<file path="src/rtl/network_seq_pkg.sv">
// Shared types and constants for the network sequencer: FSM states, default sizes,
// layer encodings and index-width helpers.
package network_seq_pkg;

    localparam int NUM_INPUTS_DEF   = 9;
    localparam int NUM_HL_NODES_DEF = 3;
    localparam int NUM_OL_NODES_DEF = 3;

    localparam logic LAYER_HIDDEN = 1'b0;
    localparam logic LAYER_OUTPUT = 1'b1;

    typedef enum logic [2:0] {
        IDLE,
        CLEAR,
        FEED,
        WAIT_RES,
        FIN
    } seq_state_e;

    function automatic int max2(input int a, input int b);
        return (a > b) ? a : b;
    endfunction

    // Keeps index ports at least one bit wide when a dimension collapses to 1.
    function automatic int idx_width(input int n);
        return (n > 1) ? $clog2(n) : 1;
    endfunction

endpackage

</file>
<file path="src/rtl/sat_counter.sv">
// Saturating up-counter with synchronous clear and enable; sticks at all-ones.
module sat_counter #(
    parameter int WIDTH = 32
) (
    input  logic             clk,
    input  logic             rstn,
    input  logic             clear,
    input  logic             enable,
    output logic [WIDTH-1:0] count
);

    always_ff @(posedge clk) begin
        // NOTE: sequential state uses non-blocking assignments so every flop samples pre-edge values.
        if (!rstn) begin
            count <= '0;
        end else if (clear) begin
            count <= '0;
        end else if (enable && (count != '1)) begin
            count <= count + WIDTH'(1);
        end
    end

endmodule

</file>
<file path="src/rtl/network_sequencer.sv">
// network_sequencer: walks every hidden node then every output node, feeding operands to a shared MAC.
// Define NETWORK_SEQ_PERF_EN to count busy cycles on `cycles`; otherwise `cycles` reads 0.
module network_sequencer
    import network_seq_pkg::*;
#(
    parameter int  NUM_INPUTS   = NUM_INPUTS_DEF,
    parameter int  NUM_HL_NODES = NUM_HL_NODES_DEF,
    parameter int  NUM_OL_NODES = NUM_OL_NODES_DEF,
    localparam int NODE_W       = idx_width(max2(NUM_HL_NODES, NUM_OL_NODES)),
    localparam int IN_W         = idx_width(max2(NUM_INPUTS, NUM_HL_NODES))
) (
    input  logic              clk,
    input  logic              rstn,
    input  logic              start,
    input  logic              abort,
    output logic              busy,
    output logic              done,
    output logic              mac_clear,
    output logic              mac_valid,
    input  logic              mac_ready,
    output logic              mac_last,
    output logic              layer_sel,
    output logic [NODE_W-1:0] node_idx,
    output logic [IN_W-1:0]   in_idx,
    input  logic              res_valid,
    output logic              res_we,
    output logic [31:0]       cycles
);

    seq_state_e        state;
    logic [IN_W-1:0]   fan_last;
    logic [NODE_W-1:0] node_last;

    // The output layer's fan-in is the hidden-node count.
    assign fan_last  = (layer_sel == LAYER_OUTPUT) ? IN_W'(NUM_HL_NODES - 1) : IN_W'(NUM_INPUTS - 1);
    assign node_last = (layer_sel == LAYER_OUTPUT) ? NODE_W'(NUM_OL_NODES - 1) : NODE_W'(NUM_HL_NODES - 1);

    assign mac_last = mac_valid && (in_idx == fan_last);
    assign res_we   = (state == WAIT_RES) && res_valid;

    always_ff @(posedge clk) begin
        if (!rstn || abort) begin
            state     <= IDLE;
            busy      <= 1'b0;
            done      <= 1'b0;
            mac_clear <= 1'b0;
            mac_valid <= 1'b0;
            layer_sel <= LAYER_HIDDEN;
            node_idx  <= '0;
            in_idx    <= '0;
        end else begin
            done      <= 1'b0;
            mac_clear <= 1'b0;
            case (state)
                IDLE: begin
                    if (start) begin
                        state     <= CLEAR;
                        busy      <= 1'b1;
                        mac_clear <= 1'b1;
                        layer_sel <= LAYER_HIDDEN;
                        node_idx  <= '0;
                        in_idx    <= '0;
                    end
                end
                CLEAR: begin
                    state     <= FEED;
                    mac_valid <= 1'b1;
                end
                FEED: begin
                    if (mac_ready) begin
                        in_idx <= in_idx + IN_W'(1);
                        if (in_idx == fan_last) begin
                            state     <= WAIT_RES;
                            mac_valid <= 1'b0;
                        end
                    end
                end
                WAIT_RES: begin
                    if (res_valid) begin
                        in_idx <= '0;
                        if (node_idx != node_last) begin
                            state     <= CLEAR;
                            mac_clear <= 1'b1;
                            node_idx  <= node_idx + NODE_W'(1);
                        end else if (layer_sel == LAYER_HIDDEN) begin
                            state     <= CLEAR;
                            mac_clear <= 1'b1;
                            layer_sel <= LAYER_OUTPUT;
                            node_idx  <= '0;
                        end else begin
                            state <= FIN;
                            busy  <= 1'b0;
                            done  <= 1'b1;
                        end
                    end
                end
                FIN: begin
                    state     <= IDLE;
                    layer_sel <= LAYER_HIDDEN;
                    node_idx  <= '0;
                    in_idx    <= '0;
                end
                default: state <= IDLE;
            endcase
        end
    end

`ifdef NETWORK_SEQ_PERF_EN
    logic accept_start;

    // Cleared only by a start the FSM actually takes, so the count survives DONE and ABORT.
    assign accept_start = (state == IDLE) && start && !abort;

    sat_counter #(.WIDTH(32)) u_perf (
        .clk    (clk),
        .rstn   (rstn),
        .clear  (accept_start),
        .enable (busy),
        .count  (cycles)
    );
`else
    assign cycles = '0;
`endif

endmodule

</file>
<file path="config.mk">
export PLATFORM = sky130hd
export DESIGN_NAME = network_sequencer
export DESIGN_NICKNAME = d
export VERILOG_FILES = /design/src/rtl/network_seq_pkg.sv /design/src/rtl/sat_counter.sv /design/src/rtl/network_sequencer.sv
export SDC_FILE = /design/constraint.sdc
export NUM_CORES = 1
export LEC_CHECK = 0
export CAP_MARGIN = 10
export CELL_PAD_IN_SITES_DETAIL_PLACEMENT = 1
export CELL_PAD_IN_SITES_GLOBAL_PLACEMENT = 2
export CORE_MARGIN = 10
export CORE_UTILIZATION = 22
export CTS_CLUSTER_SIZE = 30
export DETAILED_ROUTE_END_ITERATION = 7
export HOLD_SLACK_MARGIN = 0.02
export MAX_ROUTING_LAYER = met4
export PLACE_DENSITY_LB_ADDON = 0.1
export SETUP_SLACK_MARGIN = 0.15
export SLEW_MARGIN = 20
export SYNTH_ARGS = -nofsm -noshare
export SYNTH_HDL_FRONTEND = slang
export SYNTH_SLANG_ARGS = --single-unit
</file>
<file path="constraint.sdc">
create_clock -name clk -period 2.8 [get_ports clk]
set_input_delay 0.7 -clock clk [delete_from_list [all_inputs] [get_ports clk]]
set_output_delay 0.7 -clock clk [all_outputs]
set_load 0.03 [all_outputs]
</file>
# Word level (Yosys, flattened, before mapping)
# Cells that the tools add are included.
# word_totals
inputBits,6
out_inout_bits,45
regBits,14
# op_classes
n_bitwise,2
n_addsub,2
n_mux,35
n_eq_ne,13
reduce_logical,16
# ops
cell,n
$mux 3,6
$mux 4,4
$pmux 4 s4,1
$reduce_and 4->1,4
$mux 1,14
$ne 2x2->1 const B,7
$pmux 3 s4,1
$mux 2,4
$eq 3x2->1 const B,2
$pmux 1 s2,3
$pmux 2 s3,1
$reduce_and 5->1,1
$add 4x1->4 const B,1
$eq 4x4->1,1
$reduce_bool 2->1,2
$reduce_bool 4->1,1
$reduce_or 4->1,1
$eq 3x1->1 const B,1
$eq 3x3->1 const B,1
$logic_not 3->1,1
$ne 3x2->1 const B,1
$pmux 1 s3,1
$reduce_and 3->1,1
$reduce_bool 3->1,1
5 further kinds,7

# Longest topological paths before layout
# Gate-level depths: netlist (run 1).
# logic_depth
ltp_word,5
mapped_depth,5

# Worst setup path before layout (run 1)
# No wires, ideal clock.
# synth_path
path_kind,reg2out
from,register in_idx[3]
to,output port mac_last
path_buffers,0
slack_ns,0.561
arrival_time_ns,1.539
path_stages_with_launch,4
required_ns,2.100
path_cell_list,dfxtp_1 > or3b_1 > a211oi_1 > and2_1
# synth_between
elab_chain_cells,2
# synth_rtl
element,line_no,source
"start, declared",network_sequencer.sv:24,"output logic [IN_W-1:0] in_idx,"
"start signal, assigned",network_sequencer.sv:71,in_idx <= in_idx + IN_W'(1);
$eq 4x4->1,network_sequencer.sv:38,assign mac_last = mac_valid && (in_idx == fan_last);
$logic_and 1x1->1,network_sequencer.sv:38,
"end, declared",network_sequencer.sv:21,"output logic mac_last,"
# Every way passes these cells.

# Worst setup path after layout (run 1)
# layout_path
from,register in_idx[1]
to,output port mac_last
# Same word-level chain as after synthesis.

==> impl_metrics.csv, run 1 <==
group,metric,value,unit
outcome,status,"completed",
logic_synthesis,netlist_instances,120,
clock_tree,clock_sinks,14,
final_layout,nets,151,
power_and_ir_drop,ir_drop,0.1303,mV
worst_hold_path,hold_path_depth,2,
timing,rsz0062_at_grt,"no",
clock_tree,worstSkewPairLatency,0.24,ns
critical_path,cp-start-kind,"flop",
logic_synthesis,ys.warnings.count,0,
critical_path,critical_path_peak_fanout,6,
floorplanning,die_area,0.007530,sq mm
floorplanning,die_h,86.78,um
final_layout,areaGrowthSynthToFinish,19.01,%
global_route,grt_pass1_wl,4809,um
placement,io_buffers,18,
timing,hold_ws,0.5004,ns
final_layout,utilization,0.2700,
timing,max_freq,402.9,MHz
timing,finClkSkew,0.001271,ns
final_layout,drive_gt1_frac,0.07746,
detailed_routing,wl_per_cell,15.46,um
logic_synthesis,syn_area_per_cell,8.175,sq um
final_layout,final_cell_mix,"conb_1, clkdlybuf4s50_1, dfxtp_1, a21oi_1, nor2_1",
logic_synthesis,netlist-cell-type-count,40,
timing,fin_crit_sh,0.8863,
timing,fin_setup_tns,0,ns
placement,dp_hpwl,2438,um
global_route,use_met2,0.1309,
timing,period_needed,2.482,ns
timing,final.setup.worst_slack,0.3182,ns
global_route,use_met3,0.02720,
clock_tree,clk_pin_slew,0.06,ns
clock_tree,cts_setup_buffers,0,
final_layout,finalNonFillerCells,194,
clock_tree,clockBufferDepth,2,
detailed_routing,wl,3000,um
global_route,busiest_layer,"met2",
worst_hold_path,hp-class,"flop to flop",
global_route,use_met1,0.09345,
clock_tree,cts_made_buffers,3,
detailed_routing,final_antenna_net_count,0,
power_and_ir_drop,clockPowerShare,0.336,
clock_tree,cts_root_buf,"clkbuf_8",
placement,dp_slack,0.2383,ns
clock_tree,tritoncts,"done",
power_and_ir_drop,p_int,0.3225,mW
timing,hold_viol_final,0,
clock_tree,cts_max_level,1,
global_route,grt_antenna_before_repair,0,
timing,final_max_slew_viol_count,0,
critical_path,worstSetupPathType,"flop to primary output",
power_and_ir_drop,seqPwrFrac,0.434,
power_and_ir_drop,p_per_area,414.5,mW/mm^2
floorplanning,io_pins,51,
detailed_routing,vias,850,
floorplanning,fp.coreArea,0.004324,sq mm
global_route,grt_max_degree,15,
final_layout,final_common_cell,"conb_1",
placement,dp.cells,191,
power_and_ir_drop,p_sw,0.1614,mW
detailed_routing,firstDrtPassIters,4,
power_and_ir_drop,swShare,0.3336,
detailed_routing,drtIter0Drc,52,
detailed_routing,route.detailed.drc,0,
timing,setup_viol,0,
logic_synthesis,ys_ff_latch,14,
flow_run,drv_cap,0,
power_and_ir_drop,p_comb_frac,0.230,
logic_synthesis,synth_area,980.9,sq um
critical_path,cp_data_required_time,2.10,ns
critical_path,end_kind,"primary output",
global_route,gr-usage-all-layers,0.08279,
floorplanning,die_x,86.78,um
power_and_ir_drop,leakagePower,0.4595,nW
final_layout,diodes,0,
global_route,grt_pass1_vias,924,
logic_synthesis,synth_seq_area_share,0.2857,
detailed_routing,vias_per_cell,4.381,
floorplanning,rows,24,
critical_path,rr_worst_depth,4,
global_route,grt_overflow,0,
critical_path,worstPathArrival,1.78,ns
placement,gp_congestion,0.7481,
floorplanning,initial_core_util,0.2269,
registers in the layout (all words and copies together) (netlist names):
register,flops
node_idx,2
mac_valid,1
state,3
in_idx,4
done,1
layer_sel,1
mac_clear,1
busy,1
cell type report:
| class | instances | area (sq um) |
|---|---|---|
| clock buffer | 3 | 41.29 |
| fill | 545 | 3157 |
| inverter | 5 | 18.77 |
| multi-input combinational | 97 | 535.5 |
| sequential | 14 | 280.3 |
| tap | 52 | 65.06 |
| timing repair buffer | 23 | 226.5 |
repair_timing:
action / 4_1_cts / 5_1_grt
hold buffers: 0 / 0
hold endpoints to repair: 0 / 0
resized for setup: 1 / 1
endpoints found under the setup margin: 1 / 1
path summary, 6_finish.rpt:
kind         slack (ns)                       end                    from
max                0.32                  mac_last  in_idx[1]$_SDFFE_PP0P_
min                0.50         busy$_SDFFE_PP0P_       busy$_SDFFE_PP0P_
max reg2reg        0.93  node_idx[1]$_SDFFE_PP0P_   state[0]$_SDFFE_PP0P_
min reg2reg        0.50         busy$_SDFFE_PP0P_       busy$_SDFFE_PP0P_
power groups by stage:
stage / Combinational [mW] / Clock, mW / Sequential, mW
6_report: 0.111 / 0.163 / 0.210
5_1_grt: 0.120 / 0.180 / 0.211
4_1_cts: 0.109 / 0.170 / 0.210
3_5_place_dp: 0.109 / 0 / 0.214
3_3_place_gp: 0.109 / 0 / 0.214
2_1_floorplan: 0.119 / 0 / 0.216
critical path, stage by stage (launching register included):
cell           delay (ns)
dfxtp_1              0.35
or3b_1               0.40
a211oi_2             0.25
and2_1               0.14
dlygate4sd2_1        0.39
per-stage QoR:
stage	area, sq um	power, mW
4_1_cts	1162	0.4890
3_5_place_dp	1122	0.3232
6_report	1167	0.4839
3_3_place_gp	1122	0.3232
5_1_grt	1167	0.5111
2_1_floorplan	1097	0.3351
cells in the mapped netlist:
| cell type | n | area (sq um) |
|---|---|---|
| a211oi_1 | 2 | 15.01 |
| a21oi_1 | 8 | 40.04 |
| a221o_1 | 1 | 10.01 |
| a22oi_1 | 1 | 7.510 |
| a41o_1 | 1 | 10.01 |
| a41oi_1 | 1 | 8.760 |
| and2_1 | 1 | 6.260 |
| and3_1 | 1 | 6.260 |
| and4b_1 | 1 | 10.01 |
| buf_2 | 1 | 5.000 |
| buf_4 | 32 | 240.2 |
| buf_6 | 2 | 22.52 |
| conb_1 | 1 | 3.750 |
| dfxtp_1 | 14 | 280.3 |
| ha_1 | 1 | 12.51 |
| inv_1 | 5 | 18.77 |
| mux2i_1 | 1 | 10.01 |
| nand2_1 | 5 | 18.77 |
| nand2b_1 | 1 | 6.260 |
| nand3_1 | 3 | 15.01 |
| nand3b_1 | 3 | 22.52 |
| nand4_1 | 2 | 12.51 |
| nand4b_1 | 1 | 8.760 |
| nor2_1 | 6 | 22.52 |
| nor2b_1 | 1 | 6.260 |
| nor3_1 | 4 | 20.02 |
| nor3b_1 | 1 | 7.510 |
| nor4_1 | 1 | 6.260 |
| o211ai_1 | 1 | 7.510 |
| o21a_1 | 1 | 7.510 |
| o21ai_0 | 5 | 25.02 |
| o21ai_1 | 1 | 5.000 |
| o32a_1 | 1 | 10.01 |
| o32ai_1 | 2 | 17.52 |
| or2_1 | 1 | 6.260 |
| or2b_4 | 1 | 11.26 |
| or3_1 | 2 | 12.51 |
| or3b_1 | 1 | 8.760 |
| or4_1 | 1 | 7.510 |
| xnor2_1 | 1 | 8.760 |
kinds of logic after synthesis:
kind of cell,after synthesis,synth area share
buffers and inverters,40,0.2921
and+or+nand+nor,37,0.2194
AOI/OAI and AO/OA,25,0.1671
DFF,14,0.2857
adders and majority gates,1,0.01275
other,1,0.003823
xor gates and xnor gates,1,0.008930
muxes,1,0.01020
layer usage:
| layer | wire length, um | vias to the layer above |
|---|---|---|
| met5 | 0 | - |
| met4 | 15 | 0 |
| met3 | 225 | 2 |
| met2 | 1454 | 40 |
| met1 | 1305 | 402 |
| li1 | - | 406 |
Power figures use the tool's default switching activity.
==> inputs of run 2 (changes only) <==
--- a/config.mk
+++ b/config.mk
@@ -5,6 +5,7 @@
 export SDC_FILE = /design/constraint.sdc
 export NUM_CORES = 1
 export LEC_CHECK = 0
+export ABC_CLOCK_PERIOD_IN_PS = 2800
 export CAP_MARGIN = 10
 export CELL_PAD_IN_SITES_DETAIL_PLACEMENT = 1
 export CELL_PAD_IN_SITES_GLOBAL_PLACEMENT = 2
==> results of run 2 <==
The final DEF is identical to that of run 1; final timing and power are the same.
